===== config.mk =====
export PLATFORM = sky130hd
export DESIGN_NAME = ula_arbiter
export DESIGN_NICKNAME = d
export VERILOG_FILES = /design/src/rtl/ula_arbiter.sv
export SDC_FILE = /design/constraint.sdc
export NUM_CORES = 1
export LEC_CHECK = 0
export CAP_MARGIN = 0
export CORE_AREA = 2 2 54 43
export DETAILED_ROUTE_END_ITERATION = 16
export DIE_AREA = 0 0 56 45
export GPL_TIMING_DRIVEN = 1
export PLACE_DENSITY_LB_ADDON = 0.2
export RECOVER_POWER = 25
export SYNTH_ARGS = -nofsm -noshare
export SYNTH_HDL_FRONTEND = slang
export SYNTH_SLANG_ARGS = --single-unit

===== constraint.sdc =====
create_clock -name clk -period 3.85 [get_ports clk]
set_input_delay 0.385 -clock clk [delete_from_list [all_inputs] [get_ports clk]]
set_output_delay 0.385 -clock clk [all_outputs]
set_load 0.05 [all_outputs]

===== src/rtl/ula_arbiter.sv =====
// ula_arbiter: round-robin owner selection for the shared ULA datapath.
// One requester at a time receives a grant, the ULA gets a one-cycle start
// pulse, and the grant is held until done or until the WAIT timeout expires.
// The priority pointer moves to (owner+1) mod 4 on every release, which keeps
// the four requesters fair.
module ula_arbiter #(
  parameter int TIMEOUT = 15,
  parameter int TW      = 8
) (
  input  logic       clk,
  input  logic       rst,
  input  logic [3:0] req,
  input  logic       done,
  output logic [3:0] grant,
  output logic [1:0] grant_idx,
  output logic       alu_start,
  output logic       busy,
  output logic       timeout_err
);

  typedef enum logic [1:0] {
    S_IDLE    = 2'd0,
    S_START   = 2'd1,
    S_WAIT    = 2'd2,
    S_RELEASE = 2'd3
  } state_t;

  // Counter value on the last permitted WAIT cycle.
  localparam logic [TW-1:0] CNT_LAST = TW'(TIMEOUT - 1);

  state_t      state_q, state_d;
  logic [1:0]  ptr_q, ptr_d;
  logic [TW-1:0] cnt_q, cnt_d;
  logic [3:0]  grant_q, grant_d;
  logic [1:0]  idx_q, idx_d;
  logic        start_q, start_d;
  logic        busy_q, busy_d;
  logic        err_q, err_d;
  logic [1:0]  winner_s;

  // First set request bit scanning upward from the pointer, modulo 4.
  // The loop runs downward so that the lowest offset is assigned last and wins.
  function automatic logic [1:0] pick_winner(input logic [3:0] r, input logic [1:0] p);
    logic [1:0] win;
    logic [1:0] k;
    win = p;
    for (int i = 3; i >= 0; i--) begin
      k = p + 2'(i);
      if (r[k]) begin
        win = k;
      end else begin
        win = win;
      end
    end
    return win;
  endfunction

  assign winner_s = pick_winner(req, ptr_q);

  // Next-state and next-output logic for the arbitration FSM.
  always_comb begin
    state_d = state_q;
    ptr_d   = ptr_q;
    cnt_d   = cnt_q;
    grant_d = grant_q;
    idx_d   = idx_q;
    start_d = 1'b0;
    busy_d  = busy_q;
    err_d   = 1'b0;
    case (state_q)
      S_IDLE: begin
        if (req != 4'b0000) begin
          state_d = S_START;
          grant_d = 4'b0001 << winner_s;
          idx_d   = winner_s;
          start_d = 1'b1;
          busy_d  = 1'b1;
        end else begin
          grant_d = 4'b0000;
          idx_d   = 2'd0;
          busy_d  = 1'b0;
        end
      end
      S_START: begin
        // done is deliberately ignored while the ULA is being started.
        state_d = S_WAIT;
        cnt_d   = {TW{1'b0}};
      end
      S_WAIT: begin
        // done has priority over the timeout when both occur together.
        if (done) begin
          state_d = S_RELEASE;
          grant_d = 4'b0000;
          ptr_d   = idx_q + 2'd1;
        end else if (cnt_q == CNT_LAST) begin
          state_d = S_RELEASE;
          grant_d = 4'b0000;
          ptr_d   = idx_q + 2'd1;
          err_d   = 1'b1;
        end else begin
          cnt_d = cnt_q + {{(TW-1){1'b0}}, 1'b1};
        end
      end
      S_RELEASE: begin
        // grant_idx stayed on the last owner during the dead cycle; IDLE shows zeros.
        state_d = S_IDLE;
        grant_d = 4'b0000;
        idx_d   = 2'd0;
        busy_d  = 1'b0;
      end
      default: begin
        state_d = S_IDLE;
        grant_d = 4'b0000;
        idx_d   = 2'd0;
        busy_d  = 1'b0;
      end
    endcase
  end

  // State, pointer, counter and registered outputs with synchronous reset.
  always_ff @(posedge clk) begin
    if (rst) begin
      state_q <= S_IDLE;
      ptr_q   <= 2'd0;
      cnt_q   <= {TW{1'b0}};
      grant_q <= 4'b0000;
      idx_q   <= 2'd0;
      start_q <= 1'b0;
      busy_q  <= 1'b0;
      err_q   <= 1'b0;
    end else begin
      state_q <= state_d;
      ptr_q   <= ptr_d;
      cnt_q   <= cnt_d;
      grant_q <= grant_d;
      idx_q   <= idx_d;
      start_q <= start_d;
      busy_q  <= busy_d;
      err_q   <= err_d;
    end
  end

  assign grant       = grant_q;
  assign grant_idx   = idx_q;
  assign alu_start   = start_q;
  assign busy        = busy_q;
  assign timeout_err = err_q;

endmodule

==> impl_results.html, run 1 <==
<table>
<tr><th>Metric</th><th>Value</th></tr>
<tr><th colspan="2">Timing</th></tr>
<tr><td>Final number of max-transition violations</td><td>0</td></tr>
<tr><td>Max Clock Skew</td><td>between 0.006 and 0.007 ns</td></tr>
<tr><td>RSZ-0062 raised after global routing</td><td>no</td></tr>
<tr><td>Peak clock frequency supported by timing</td><td>471.5 MHz</td></tr>
<tr><td>Post-route setup TNS</td><td>0 ns</td></tr>
<tr><td>Period utilisation layout</td><td>0.5508</td></tr>
<tr><td>Number of endpoints with negative hold slack in the final report</td><td>0</td></tr>
<tr><td>Worst slew slack as a fraction of its limit</td><td>0.4976</td></tr>
<tr><td>Total setup violations reported at the end of the flow</td><td>0</td></tr>
<tr><td>Slew at the pin closest to its max-slew limit</td><td>roughly 0.75 ns</td></tr>
<tr><td>Min Clock Period, post-route</td><td>2.121 ns</td></tr>
<tr><th colspan="2">Pwr</th></tr>
<tr><td>Power per cell area</td><td>579.4 nW/µm²</td></tr>
<tr><td>Overall Power</td><td>0.0007330 W</td></tr>
<tr><td>Peak supply drop</td><td>about 0.41 mV</td></tr>
<tr><td>Pleak</td><td>between 0.4 and 0.5 nW</td></tr>
<tr><th colspan="2">Setup path</th></tr>
<tr><td>Standard cell with the maximum stage delay on the critical path</td><td>sky130_fd_sc_hd__a31oi_1</td></tr>
<tr><td>Delay of the slowest cell on the worst path</td><td>approximately 0.60 ns</td></tr>
<tr><td>Worst Reg2Reg Path Length in Cells</td><td>7</td></tr>
<tr><td>Worst r2r src</td><td>state_q[0]$_SDFFE_PP0P_</td></tr>
<tr><td>Family with the most delay on the worst path</td><td>compound AO/OA/AOI/OAI gates</td></tr>
<tr><td>Data required, critical path</td><td>4.08 ns</td></tr>
<tr><td>Cell breakdown of the critical path</td><td>inv_1 -&gt; ha_1 -&gt; nand2b_1 -&gt; a31oi_1 -&gt; nand4_1 -&gt; xor2_1 -&gt; nor3_1</td></tr>
<tr><td>Worst setup EP type</td><td>flop</td></tr>
<tr><td>Startpoint Class</td><td>flop</td></tr>
<tr><td>CP arrival</td><td>2.35 ns</td></tr>
<tr><td>Crit Path Class</td><td>flop to flop</td></tr>
<tr><td>Instance count on the critical path</td><td>7</td></tr>
<tr><td>Top fanout value on the critical path</td><td>10</td></tr>
<tr><td>Startpoint of the worst setup timing path</td><td>state_q[0]$_SDFFE_PP0P_</td></tr>
<tr><td>Buffers and inverters on the worst path</td><td>1</td></tr>
<tr><th colspan="2">Clocking</th></tr>
<tr><td>CTS tree</td><td>yes</td></tr>
<tr><td>Clk sinks</td><td>21</td></tr>
<tr><td>Count of H-tree levels built during CTS</td><td>1</td></tr>
<tr><td>Worst skew pair latency</td><td>0.31 ns</td></tr>
<tr><td>CTS Root Buffer Type</td><td>sky130_fd_sc_hd__clkbuf_4</td></tr>
<tr><td>Number of buffers created by CTS</td><td>3</td></tr>
<tr><td>Clock transition at path regs</td><td>between 0.1 and 0.15 ns</td></tr>
<tr><td>Number of hold buffers added after CTS</td><td>0</td></tr>
<tr><td>Post-CTS setup buffer count</td><td>0</td></tr>
<tr><td>Total of cells resized after clock tree synthesis</td><td>0</td></tr>
<tr><td>Number of buffers between clock root and the deepest sink</td><td>2</td></tr>
<tr><th colspan="2">Logic synthesis</th></tr>
<tr><td>Number of library cell types mapped by synthesis</td><td>39</td></tr>
<tr><td>Number of register bits inferred by synthesis</td><td>21</td></tr>
<tr><td>Register area share after synthesis</td><td>0.3907</td></tr>
<tr><td>Avg Synthesized Cell Area</td><td>approximately 8.6 µm²</td></tr>
<tr><td>Cell area after synthesis</td><td>1076 µm²</td></tr>
<tr><td>Gate Count Post-Synth</td><td>125</td></tr>
<tr><td>EDFF count, synth</td><td>0</td></tr>
<tr><td>Main synth FF type</td><td>sky130_fd_sc_hd__dfxtp_1</td></tr>
<tr><td>Number of nets in the synthesized netlist</td><td>140</td></tr>
<tr><td>Count of synthesis-stage warnings from yosys</td><td>0</td></tr>
<tr><td>Share of flip-flops with an asynchronous set or reset after synthesis</td><td>0</td></tr>
<tr><th colspan="2">Final layout</th></tr>
<tr><td>Area growth from synthesis to layout</td><td>17.56%</td></tr>
<tr><td>Fraction of layout instances using a drive strength above 1</td><td>0.04255</td></tr>
<tr><td>Finished Core Util</td><td>0.6448</td></tr>
<tr><td>Total inserted antenna cells</td><td>0</td></tr>
<tr><td>Commonest cells after routing, fill and taps aside</td><td>sky130_fd_sc_hd__dfxtp_1 (21), sky130_fd_sc_hd__clkdlybuf4s50_1 (14), sky130_fd_sc_hd__a21oi_1 (12)</td></tr>
<tr><td>Leading cell type in the layout, fill and taps excluded</td><td>sky130_fd_sc_hd__dfxtp_1</td></tr>
<tr><td>Fin nets</td><td>about 160</td></tr>
<tr><th colspan="2">Global route</th></tr>
<tr><td>Total routing usage reported by global routing</td><td>0.1924</td></tr>
<tr><td>First-pass GRT wire length</td><td>roughly 3.7 mm</td></tr>
<tr><td>Total overflow reported by the global router</td><td>0</td></tr>
<tr><td>Largest net degree at the start of global routing</td><td>22</td></tr>
<tr><td>Via count of the first global-routing pass</td><td>839</td></tr>
<tr><td>Initial antenna violation count</td><td>0</td></tr>
<tr><th colspan="2">Placed design</th></tr>
<tr><td># port buffers</td><td>15</td></tr>
<tr><td>Final HPWL from detailed placement</td><td>approximately 1.8 mm</td></tr>
<tr><td>RePlAce Congestion</td><td>0.7748</td></tr>
<tr><th colspan="2">Die</th></tr>
<tr><td>Die span in y</td><td>between 40 and 50 µm</td></tr>
<tr><td>Total Die Area</td><td>~2500 µm²</td></tr>
<tr><td>Die outline width</td><td>between 50 and 60 µm</td></tr>
<tr><td>Number of cell rows</td><td>14</td></tr>
<tr><td>Standard cell core area</td><td>between 1500 and 2000 µm²</td></tr>
<tr><td>Starting density of the core</td><td>0.5485</td></tr>
<tr><td>Top-Level Pins</td><td>16</td></tr>
<tr><th colspan="2">Min path</th></tr>
<tr><td>Hold_sp</td><td>grant[3]$_SDFFE_PP0P_</td></tr>
<tr><td>Hold Path Class</td><td>flop to flop</td></tr>
<tr><td>Count of cells along the worst hold path</td><td>1</td></tr>
<tr><th colspan="2">Routing</th></tr>
<tr><td>DRC violations left</td><td>0</td></tr>
<tr><td>WL/cell</td><td>around 14 µm</td></tr>
<tr><td>Total number of vias</td><td>~900</td></tr>
<tr><td>Number of search-and-repair iterations in the first detailed-routing pass</td><td>4</td></tr>
<tr><td>Antenna viol nets, final</td><td>0</td></tr>
<tr><td>Routed Wire Length</td><td>between 2 and 2.5 mm</td></tr>
<tr><td>Drt via density</td><td>roughly 5.6</td></tr>
<tr><td>DRC marker count from the first detailed-route iteration</td><td>13</td></tr>
<tr><th colspan="2">Flow run</th></tr>
<tr><td>Max-cap violations</td><td>0</td></tr>
<tr><th colspan="2">Run status</th></tr>
<tr><td>Result of the run</td><td>complete, no violations</td></tr>
</table>
logic make-up (layout without fill, tap and decap cells):
family,after synthesis,count (layout),share of synthesized area
simple gates,50,50,0.2500
compound gates,32,32,0.1977
flops,21,21,0.3907
buf+inv,10,26,0.03489
fa+ha+maj,8,8,0.09303
xor+xnor,3,3,0.02442
mux,1,1,0.009303
metrics by stage:
stage | setup slack, ns | instances | area [µm²] | hold WS, ns
after global placement | 1.696 | 161 | 1245 | 0.4510
after CTS | 1.877 | 165 | 1271 | 0.4809
after floorplan | 2.231 | 125 | 1076 | 0.4692
after global routing | 1.506 | 165 | 1265 | 0.4912
final | 1.729 | 165 | 1265 | 0.4794
after detailed placement | 1.553 | 161 | 1245 | 0.4565
final cells by class:
type | instances | area [µm²]
repair buffers | 15 | 150.1
multi-input cells | 94 | 611.8
flip-flops and latches | 21 | 420.4
well taps | 24 | 30.03
inverters | 7 | 26.28
fillers | 180 | 696.9
clock buffers | 4 | 26.28
power breakdown:
group | total, W | internal (W) | leakage [nW] | switching (W)
clock network | 0.000106 | 0.0000404 | 0.0150 | 0.0000659
logic | 0.000342 | 0.000125 | 0.295 | 0.000217
registers | 0.000285 | 0.000253 | 0.171 | 0.0000317
state kept, by name, summed over array words and instances, names as in the netlist:
register / cells
alu_start: 1
busy: 1
cnt_q: 8
grant: 4
grant_idx: 2
ptr_q: 2
state_q: 2
timeout_err: 1
layer usage:
layer  wire length [µm]  GRT usage
met5                  0          0
met4                  0    0.02857
met3                 86    0.06304
met2               1053     0.3247
met1               1128     0.2504
synth_stat cells, drive strengths merged (2+ instances only):
cell type  instances  area, µm²
and2               2      12.51
nor3               3      15.01
nand2b             4      25.02
clkbuf             3      11.26
xor2               3      26.28
ha                 8      100.1
nand2              8      30.03
a31oi              3      25.02
a21oi             12      60.06
nand3              4      20.02
nor2b              2      12.51
inv                7      26.28
or3b               2      17.52
a22oi              2      15.01
o21ai              4      20.01
nor2              11      43.80
or3                2      12.51
nor3b              2      15.01
nor4               3      18.77
dfxtp             21      420.4
nand4              3      18.77
o2bb2ai            2      17.52
final timing paths:
path,slack (ns),endpoint
worst min register to register,0.48,grant[3]$_SDFFE_PP0P_
worst max-delay path,1.73,cnt_q[3]$_SDFFE_PP0P_
worst min-delay path,0.48,grant[3]$_SDFFE_PP0P_
worst max register to register,1.73,cnt_q[3]$_SDFFE_PP0P_
Note: power is estimated with default switching activity, not from simulation.
==> run 2, diff against run 1 <==
--- a/config.mk
+++ b/config.mk
@@ -6,9 +6,9 @@
 export NUM_CORES = 1
 export LEC_CHECK = 0
 export CAP_MARGIN = 0
-export CORE_AREA = 2 2 54 43
+export CORE_AREA = 2 2 56 45
 export DETAILED_ROUTE_END_ITERATION = 16
-export DIE_AREA = 0 0 56 45
+export DIE_AREA = 0 0 58 47
 export GPL_TIMING_DRIVEN = 1
 export PLACE_DENSITY_LB_ADDON = 0.2
 export RECOVER_POWER = 25
==> constraint.sdc (replaced) <==
create_clock -name clk -period 2 [get_ports clk]
set_input_delay 0.2 -clock clk [delete_from_list [all_inputs] [get_ports clk]]
set_output_delay 0.2 -clock clk [all_outputs]
set_load 0.05 [all_outputs]
==> impl_results.html, run 2 (synthesized netlist as in run 1, its figures left out) <==
<table>
<tr><th>Metric</th><th>Value</th></tr>
<tr><th colspan="2">Setup path</th></tr>
<tr><td>Crit Path Class</td><td>flop to flop</td></tr>
<tr><td>Worst r2r src</td><td>state_q[0]$_SDFFE_PP0P_</td></tr>
<tr><td>Buffers and inverters on the worst path</td><td>2 (+1)</td></tr>
<tr><td>Flop2flop setup slack</td><td>0.18 ns (-1.55 ns)</td></tr>
<tr><td>Critical register-to-register path endpoint</td><td>cnt_q[4]$_SDFFE_PP0P_</td></tr>
<tr><td>Standard cell with the maximum stage delay on the critical path</td><td>sky130_fd_sc_hd__dfxtp_1</td></tr>
<tr><td>Startpoint Class</td><td>flop</td></tr>
<tr><td>Family with the most delay on the worst path</td><td>simple AND/OR/NAND/NOR gates</td></tr>
<tr><td>Worst setup EP type</td><td>flop</td></tr>
<tr><td>Cell breakdown of the critical path</td><td>inv_1 -&gt; ha_1 -&gt; nand2b_1 -&gt; a31oi_2 -&gt; buf_4 -&gt; nor2_2 -&gt; nor2_1 -&gt; a211oi_1</td></tr>
<tr><td>Top fanout value on the critical path</td><td>10 (unchanged)</td></tr>
<tr><td>Worst Reg2Reg Path Length in Cells</td><td>8 (+1)</td></tr>
<tr><td>Delay of the slowest cell on the worst path</td><td>0.41 ns (-0.19 ns)</td></tr>
<tr><td>CP arrival</td><td>2.04 ns (-0.31 ns)</td></tr>
<tr><td>Data required, critical path</td><td>2.22 ns (-1.86 ns)</td></tr>
<tr><th colspan="2">Global route</th></tr>
<tr><td>Initial antenna violation count</td><td>0 (unchanged)</td></tr>
<tr><td>Via count of the first global-routing pass</td><td>867 (+3.3%)</td></tr>
<tr><td>First-pass GRT wire length</td><td>3.877 mm (+4.4%)</td></tr>
<tr><td>Total routing usage reported by global routing</td><td>0.1931 (+0.0007105)</td></tr>
<tr><td>Total overflow reported by the global router</td><td>0 (unchanged)</td></tr>
<tr><td>Largest net degree at the start of global routing</td><td>14 (-36%)</td></tr>
<tr><th colspan="2">Pwr</th></tr>
<tr><td>Overall Power</td><td>0.001445 W (+97%)</td></tr>
<tr><td>Peak supply drop</td><td>0.7862 mV (+91%)</td></tr>
<tr><td>Pleak</td><td>0.5181 nW (+7.7%)</td></tr>
<tr><td>Power per cell area</td><td>1100 nW/µm² (+90%)</td></tr>
<tr><th colspan="2">Clocking</th></tr>
<tr><td>CTS Root Buffer Type</td><td>sky130_fd_sc_hd__clkbuf_4</td></tr>
<tr><td>Worst skew pair latency</td><td>0.30 ns (about the same)</td></tr>
<tr><td>Post-CTS setup buffer count</td><td>0 (unchanged)</td></tr>
<tr><td>Number of buffers created by CTS</td><td>3 (unchanged)</td></tr>
<tr><td>Count of H-tree levels built during CTS</td><td>1 (unchanged)</td></tr>
<tr><td>Clk sinks</td><td>21 (unchanged)</td></tr>
<tr><td>Number of buffers between clock root and the deepest sink</td><td>2 (unchanged)</td></tr>
<tr><td>CTS tree</td><td>yes</td></tr>
<tr><td>Total of cells resized after clock tree synthesis</td><td>0 (unchanged)</td></tr>
<tr><td>Clock transition at path regs</td><td>0.11 ns (about the same)</td></tr>
<tr><td>Number of hold buffers added after CTS</td><td>0 (unchanged)</td></tr>
<tr><th colspan="2">Timing</th></tr>
<tr><td>Peak clock frequency supported by timing</td><td>549.9 MHz (+17%)</td></tr>
<tr><td>Final number of max-transition violations</td><td>0 (unchanged)</td></tr>
<tr><td>Slew at the pin closest to its max-slew limit</td><td>0.5204 ns (-0.2297 ns)</td></tr>
<tr><td>Max Clock Skew</td><td>0.005785 ns (-0.0003834 ns)</td></tr>
<tr><td>RSZ-0062 raised after global routing</td><td>no</td></tr>
<tr><td>Total setup violations reported at the end of the flow</td><td>0 (unchanged)</td></tr>
<tr><td>Worst slew slack as a fraction of its limit</td><td>0.6499 (+0.1523)</td></tr>
<tr><td>Period utilisation layout</td><td>0.9092 (+0.3584)</td></tr>
<tr><td>Min Clock Period, post-route</td><td>1.818 ns (-0.3023 ns)</td></tr>
<tr><td>Final worst slack</td><td>0.1816 ns (-1.548 ns)</td></tr>
<tr><td>Hold_ws</td><td>0.4876 ns (+0.008129 ns)</td></tr>
<tr><td>Number of endpoints with negative hold slack in the final report</td><td>0 (unchanged)</td></tr>
<tr><th colspan="2">Final layout</th></tr>
<tr><td>Fraction of layout instances using a drive strength above 1</td><td>0.08163 (+0.03908)</td></tr>
<tr><td>Total inserted antenna cells</td><td>0 (unchanged)</td></tr>
<tr><td>Leading cell type in the layout, fill and taps excluded</td><td>sky130_fd_sc_hd__dfxtp_1</td></tr>
<tr><td>Fin nets</td><td>163 (+3.8%)</td></tr>
<tr><td>Cell area after layout</td><td>1314 µm² (+3.9%)</td></tr>
<tr><td>Number of flip-flops under the largest register name</td><td>8 (unchanged)</td></tr>
<tr><td>Area growth from synthesis to layout</td><td>22.09%</td></tr>
<tr><td>Most flop-heavy register</td><td>cnt_q</td></tr>
<tr><td>Commonest cells after routing, fill and taps aside</td><td>sky130_fd_sc_hd__dfxtp_1 (21), sky130_fd_sc_hd__a21oi_1 (12), sky130_fd_sc_hd__clkdlybuf4s50_1 (11)</td></tr>
<tr><th colspan="2">Min path</th></tr>
<tr><td>Hold Path Class</td><td>flop to flop</td></tr>
<tr><td>Count of cells along the worst hold path</td><td>1 (unchanged)</td></tr>
<tr><td>Hold_sp</td><td>grant[3]$_SDFFE_PP0P_</td></tr>
<tr><td>Endpoint with the worst hold slack</td><td>grant[3]$_SDFFE_PP0P_</td></tr>
<tr><th colspan="2">Die</th></tr>
<tr><td>Starting density of the core</td><td>0.4943 (-0.05422)</td></tr>
<tr><td>Standard cell core area</td><td>2177 µm² (+11%)</td></tr>
<tr><td>Total Die Area</td><td>2726 µm² (+8.2%)</td></tr>
<tr><td>Die span in y</td><td>47 µm (+4.4%)</td></tr>
<tr><td>Die outline width</td><td>58 µm (+3.6%)</td></tr>
<tr><td>Top-Level Pins</td><td>16 (unchanged)</td></tr>
<tr><td>Number of cell rows</td><td>15 (+1)</td></tr>
<tr><th colspan="2">Routing</th></tr>
<tr><td>DRC marker count from the first detailed-route iteration</td><td>35 (+22)</td></tr>
<tr><td>Routed Wire Length</td><td>2.333 mm (+2.9%)</td></tr>
<tr><td>Total number of vias</td><td>953 (+3.7%)</td></tr>
<tr><td>WL/cell</td><td>13.56 µm (-1.3%)</td></tr>
<tr><td>Number of search-and-repair iterations in the first detailed-routing pass</td><td>4 (unchanged)</td></tr>
<tr><td>DRC violations left</td><td>0 (unchanged)</td></tr>
<tr><td>Antenna viol nets, final</td><td>0 (unchanged)</td></tr>
<tr><td>Drt via density</td><td>5.541 (-0.52%)</td></tr>
<tr><th colspan="2">Placed design</th></tr>
<tr><td># port buffers</td><td>15 (unchanged)</td></tr>
<tr><td>RePlAce Congestion</td><td>0.7836 (+1.1%)</td></tr>
<tr><td>Worst slack after detailed placement</td><td>-0.01473 ns (-1.568 ns)</td></tr>
<tr><td>Cell area reported after detailed placement</td><td>1291 µm² (+3.7%)</td></tr>
<tr><td>Final HPWL from detailed placement</td><td>1.778 mm (+1.0%)</td></tr>
<tr><th colspan="2">Flow run</th></tr>
<tr><td>Max-cap violations</td><td>0 (unchanged)</td></tr>
<tr><th colspan="2">Run status</th></tr>
<tr><td>Result of the run</td><td>complete, no violations</td></tr>
</table>
## run 2: cell count changes in the layout (fill, tap and decap cells not counted)
cell / before / now
sky130_fd_sc_hd__a31oi_1: 3 / 2
sky130_fd_sc_hd__a31oi_2: 0 / 1
sky130_fd_sc_hd__buf_4: 0 / 5
sky130_fd_sc_hd__clkbuf_1: 1 / 2
sky130_fd_sc_hd__clkdlybuf4s50_1: 14 / 11
sky130_fd_sc_hd__dlygate4sd3_1: 1 / 4
## run 2: routing by layer
layer | vias to the layer above | wire length [µm] | GRT usage
li1 | 495 | - | -
met5 | - | 0 | 0
met4 | 0 | 31 | 0.06977
met3 | 4 | 64 | 0.04959
met2 | 16 | 1043 | 0.3136
met1 | 438 | 1194 | 0.2538
## run 2: how the worst max path moves through the flow
stage / startpoint / endpoint / slack, ns / cells after the start
after global routing: state_q[0]$_SDFFE_PP0P_ / grant[2]$_SDFFE_PP0P_ / 0.003 / 5
after detailed placement: req[1] / grant[2]$_SDFFE_PP0P_ / -0.01 / 6
final: state_q[0]$_SDFFE_PP0P_ / cnt_q[4]$_SDFFE_PP0P_ / 0.18 / 8
after global placement: req[1] / grant[2]$_SDFFE_PP0P_ / 0.10 / 6
after floorplan: state_q[0]$_SDFFE_PP0P_ / grant[2]$_SDFFE_PP0P_ / 0.38 / 5
after CTS: state_q[0]$_SDFFE_PP0P_ / cnt_q[4]$_SDFFE_PP0P_ / 0.18 / 8
## run 2: stage by stage
step,TNS (ns),instances,utilization
final,0,172,0.6034
after global routing,0,172,0.6034
after CTS,0,172,0.6052
after detailed placement,-0.01473,168,0.5931
after global placement,0,168,0.5931
after floorplan,0,125,-
## run 2: cell type report
class | count | area, µm²
Inverter | 7 | 26.28
Tap cell | 25 | 31.28
Timing Repair Buffer | 21 | 191.4
Clock buffer | 4 | 26.28
Multi-Input combinational cell | 94 | 618.1
Fill cell | 201 | 863.3
Sequential cell | 21 | 420.4
## run 2: power breakdown
group	total [W]	internal (W)	switching [W]	leakage (nW)
Combinational	0.000697	0.000262	0.000435	0.332
Sequential	0.000545	0.000487	0.0000573	0.171
Clock	0.000203	0.0000778	0.000125	0.0150
